<file path="src/rtl/csr_row_mac.sv">
// csr_row_mac: CSR sparse-row times dense-vector MAC; define CSR_ROW_MAC_SAT_EN for saturating accumulation
module csr_row_mac #(
  parameter int N = 64,
  parameter int DATA_W = 16,
  parameter int ACC_W = 40,
  parameter int ROW_W = 16,
  localparam int COL_W = $clog2(N)
) (
  input  logic              clk,
  input  logic              rst_n,
  input  logic              vec_we,
  input  logic [COL_W-1:0]  vec_addr,
  input  logic [DATA_W-1:0] vec_wdata,
  input  logic              in_valid,
  output logic              in_ready,
  input  logic [DATA_W-1:0] in_val,
  input  logic [COL_W:0]    in_col,
  input  logic              in_last,
  output logic              out_valid,
  input  logic              out_ready,
  output logic [ACC_W-1:0]  out_data,
  output logic [ROW_W-1:0]  out_row,
  output logic              err_col
);
  typedef enum logic [1:0] {ACCUM, DRAIN, OUT} stateT;
  stateT state, stateNext;
  logic drainCnt, s1Valid, accept, colOk, errCol;
  logic signed [DATA_W-1:0] vecRam [N];
  logic signed [DATA_W-1:0] rdData, s1Val;
  logic signed [2*DATA_W-1:0] prod;
  logic signed [ACC_W-1:0] acc, accNext, prodExt, sum, outData;
  logic [ROW_W-1:0] rowCnt;
`ifdef CSR_ROW_MAC_SAT_EN
  logic ovf, satHold;
`endif
  assign accept = in_valid && in_ready;
  assign colOk = in_col < (COL_W+1)'(N);
  assign in_ready = rst_n && state == ACCUM;
  assign out_valid = state == OUT;
  assign out_data = outData;
  assign out_row = rowCnt;
  assign err_col = errCol;
  // vector RAM write port, contents survive reset
  always_ff @(posedge clk)
    if (vec_we) vecRam[vec_addr] <= vec_wdata;
  // next state: last beat starts a two-cycle drain, result waits in OUT for out_ready
  always_comb begin
    stateNext = state;
    stateNext = (state == ACCUM && accept && in_last) ? DRAIN :
                (state == DRAIN && drainCnt) ? OUT :
                (state == OUT && out_ready) ? ACCUM : state;
  end
  // full-width signed product, sign-extended and added to the accumulator
  always_comb begin
    prod = s1Val * rdData;
    prodExt = prod;
    sum = acc + prodExt;
`ifdef CSR_ROW_MAC_SAT_EN
    ovf = (acc[ACC_W-1] == prodExt[ACC_W-1]) && (sum[ACC_W-1] != acc[ACC_W-1]);
    accNext = satHold ? acc :
              ovf ? (acc[ACC_W-1] ? {1'b1, {(ACC_W-1){1'b0}}} : {1'b0, {(ACC_W-1){1'b1}}}) : sum;
`else
    accNext = sum;
`endif
  end
  // state, read pipeline, accumulator and result registers
  always_ff @(posedge clk or negedge rst_n)
    if (!rst_n) begin
      state <= ACCUM;
      drainCnt <= 1'b0;
      s1Valid <= 1'b0;
      s1Val <= '0;
      rdData <= '0;
      acc <= '0;
      outData <= '0;
      rowCnt <= '0;
      errCol <= 1'b0;
`ifdef CSR_ROW_MAC_SAT_EN
      satHold <= 1'b0;
`endif
    end else begin
      state <= stateNext;
      drainCnt <= state == DRAIN ? ~drainCnt : 1'b0;
      s1Valid <= accept;
      if (accept) begin
        s1Val <= in_val;
        rdData <= colOk ? vecRam[in_col[COL_W-1:0]] : '0;
      end
      if (accept && !colOk) errCol <= 1'b1;
      if (state == OUT && out_ready) begin
        acc <= '0;
        rowCnt <= rowCnt + 1'b1;
`ifdef CSR_ROW_MAC_SAT_EN
        satHold <= 1'b0;
`endif
      end else if (s1Valid) begin
        acc <= accNext;
`ifdef CSR_ROW_MAC_SAT_EN
        if (ovf) satHold <= 1'b1;
`endif
      end
      if (state == DRAIN && drainCnt) outData <= acc;
    end
endmodule

</file>
<file path="config.mk">
export PLATFORM = sky130hd
export DESIGN_NAME = csr_row_mac
export DESIGN_NICKNAME = d
export VERILOG_FILES = /design/src/rtl/csr_row_mac.sv
export SDC_FILE = /design/constraint.sdc
export NUM_CORES = 2
export LEC_CHECK = 0
export BUFFER_PORTS_ARGS = -buffer_cell sky130_fd_sc_hd__buf_2
export CORE_UTILIZATION = 29
export CTS_BUF_LIST = sky130_fd_sc_hd__clkbuf_2 sky130_fd_sc_hd__clkbuf_4 sky130_fd_sc_hd__clkbuf_8
export CTS_CLUSTER_SIZE = 14
export DETAILED_ROUTE_END_ITERATION = 6
export PLACE_DENSITY = 0.45
export SYNTH_ARGS = -nofsm -noshare
export SYNTH_HDL_FRONTEND = slang
export SYNTH_SLANG_ARGS = --single-unit
</file>
<file path="constraint.sdc">
create_clock -name clk -period 11.93 [get_ports clk]
set_clock_uncertainty 0.2 [all_clocks]
set_input_delay 1.193 -clock clk [delete_from_list [all_inputs] [get_ports clk]]
set_output_delay 1.193 -clock clk [all_outputs]
set_load 0.02 [all_outputs]
</file>
==> results by group <==
Status
  • Outcome: completed

Placement
  • Pre-CTS setup slack: 4865 ps
  • RePlAce Congestion: between 0.7 and 0.8
  • Number of buffers added on ports: 109
  • Placed insts: 5907
  • Dpl hpwl: 94.82 mm

Synth
  • Post-synth top flop: edfxtp_1
  • Synth async-reset ratio: 0.1150
  • Post-Synthesis Cell Area: ~0.057 sq mm
  • Synth area leaders: edfxtp_1 54%, mux4_2 13%, fa_1 12%, dfrtp_1 5.9%, inv_1 2.7%
  • Yosys synthesis warning count: 0
  • Seq cells post-synth: 1157
  • Syn Nets: 3817
  • EDFF count, synth: 1024
  • Post-synth cell types: 57
  • Top-area cell type share of the netlist area: 0.5437
  • Cells after synthesis: between 3000 and 4000
  • Yosys top cell by area: edfxtp_1
  • Sequential-to-total area share from yosys stat: 0.6025
  • Avg Cell Area, Syn: about 17 sq um

Floorplan
  • Die W: 443.6 um
  • Chip Height: around 440 um
  • CORE AREA: 0.1932 sq mm
  • Ports: 110
  • Die area: 0.1968 sq mm
  • Initial core utilization: 0.2928
  • Row Count: ~160

Worst setup path
  • Critical path launch point type: flop
  • Worst Path Arrival: ~7700 ps
  • R2R setup slack: 4880 ps
  • Critical path peak fanout: 17
  • Required time worst endpoint: about 13000 ps
  • Crit Path Category: flop to flop
  • Worst setup EP type: flop

Clocking
  • CTS tree: yes
  • CTS Sinks: 1157
  • Maximum root-to-sink buffer count: 3
  • Htree depth: 4
  • Post-CTS sizing: 0
  • Worst-path clk slew: ~60 ps
  • Post-CTS Setup Inserts: 0
  • Worst-Skew Late Latency: just over 900 ps
  • Clock root buffer: clkbuf_8
  • Post-CTS Hold Fix Bufs: 0
  • Number of buffers created by CTS: 200

Final layout
  • Most common cell after layout, fill and taps aside: edfxtp_1
  • Share of cells above drive strength 1: 0.2533
  • Nets@finish: a little over 4000
  • Most frequent cells in the layout: 1024 x edfxtp_1, 407 x inv_1, 336 x mux4_2
  • Final cell count without fillers: around 6300
  • Filler cells: 18650
  • Syn-to-layout area delta: 14.22%

STA
  • Fin crit share: 0.5912
  • # setup viols final: 0
  • Slew headroom: 0.1405
  • Setup TNS: 0 ps
  • Worst Tran Pin Value: between 1000 and 1500 ps
  • PnR worst setup slack: 4877 ps
  • Count of final max-slew check failures: 0
  • RSZ-0062 raised after global routing: no
  • Min Tclk post-route: 7053 ps
  • FMAX: 141.8 MHz
  • Final hold vios: 0

Detailed routing
  • Starting DRT DRC Count: between 2000 and 2500
  • DR vias/cell: ~4.6
  • DRT antenna net count: 0
  • Total Routed Length: 150.1 mm
  • DR WL/cell: 23.90 um
  • Vias: about 30000
  • First-pass iteration count of the detailed router: 5
  • Remaining DRCs: 0

Global routing
  • Vias in the first global route: 31620
  • Largest net degree at the start of global routing: 86
  • Global-route wire length before repair: around 220 mm
  • Initial antenna violation count: 24
  • Grt ovf: 0
  • Total track usage: 0.1550

Min path
  • Hold WC Path Type: primary input to async pin

Flow run
  • MaxCap Viol Count: 0
## sequential cells by signal, summed over array words and instances, names as in the netlist
signal,count
vecRam,1024
acc,40
out_data,40
out_row,16
rdData,16
s1Val,16
state,2
drainCnt,1
err_col,1
s1Valid,1
## worst max-delay path: stages (launching register included)
cell	delay, ps
dfrtp_1	730
nand2_1	170
fa_1	540
fa_1	600
fa_1	460
fa_1	560
inv_1	50
fa_1	470
inv_1	50
fa_1	470
inv_1	40
ha_1	330
o21ai_0	210
o21bai_1	90
a21oi_1	490
o21ai_0	380
a221oi_1	560
o21ai_0	190
and3_1	220
nor3_1	190
## final cells by class
cell class,instances,area [sq um],share of cell area
flip-flops and latches,1157,34080,0.5275
clock buffers,269,3296,0.05101
diodes,8,20.02,0.0003099
well taps,2526,3161,0.04892
clock inverters,96,730.7,0.01131
multi-input cells,1608,20460,0.3167
inverters,409,1535,0.02376
repair buffers,207,1325,0.02051
## layer usage
metal	share of wire	global-route usage	vias to the layer above
met5	0.000087	0	-
met4	0.023	0.04130	2
met3	0.051	0.02992	203
met2	0.47	0.2478	706
met1	0.45	0.2151	15520
li1	-	-	12700
## Yosys cell counts, types with 2 or more instances
master,instances
edfxtp_1,1024
inv_1,407
mux4_2,336
fa_1,330
nand2_1,224
dfrtp_1,133
nor2_1,129
and2_1,118
ha_1,116
clkbuf_1,106
a21oi_1,40
mux2_2,39
o21ai_0,33
xnor2_1,32
a21o_1,21
buf_2,21
mux2i_1,18
nand3_1,18
a22o_1,17
nor3_1,14
a211oi_1,13
xor2_1,12
and3_1,11
buf_1,11
nand4_1,10
nand2b_1,8
nor2b_1,8
o21bai_1,8
nand3b_1,6
buf_4,5
o211ai_1,5
a31oi_1,4
nor3b_1,4
or3_1,4
and4_1,3
buf_6,3
o21a_1,3
a21boi_0,2
clkinv_1,2
nand4b_1,2
o211a_1,2
o221ai_1,2
o31ai_1,2
## kinds of logic after synthesis
group | Yosys count | share of synthesized area
compound gates | 161 | 0.01880
xor+xnor | 44 | 0.006813
fa+ha+maj | 446 | 0.1425
buf+inv | 555 | 0.03803
flops | 1157 | 0.6025
mux | 393 | 0.1447
simple gates | 564 | 0.04665
## per-stage QoR
stage / utilization / hold slack [ps] / area [sq um]
final: 0.3344 / 90.26 / 64610
after global routing: 0.3344 / 74.61 / 64600
after CTS: 0.3343 / 40.88 / 64590
after detailed placement: 0.3135 / 233.5 / 60560
after global placement: 0.3135 / 219.5 / 60560
after floorplan: - / 207.7 / 56560
## worst paths after layout
path	startpoint	endpoint	cells past startpoint
worst max register to register	rdData[1]	acc[27]	19
worst min-delay path	rst_n	out_data[14]	1
max in group asynchronous	rst_n	out_data[27]	2
min in group clk	drainCnt	drainCnt	1
worst max-delay path	rdData[1]	acc[27]	19
worst min register to register	drainCnt	drainCnt	1
Power is left out: the tool's default activity adds up to more than one toggle a clock period on the data nets, which glitch-free logic cannot reach.
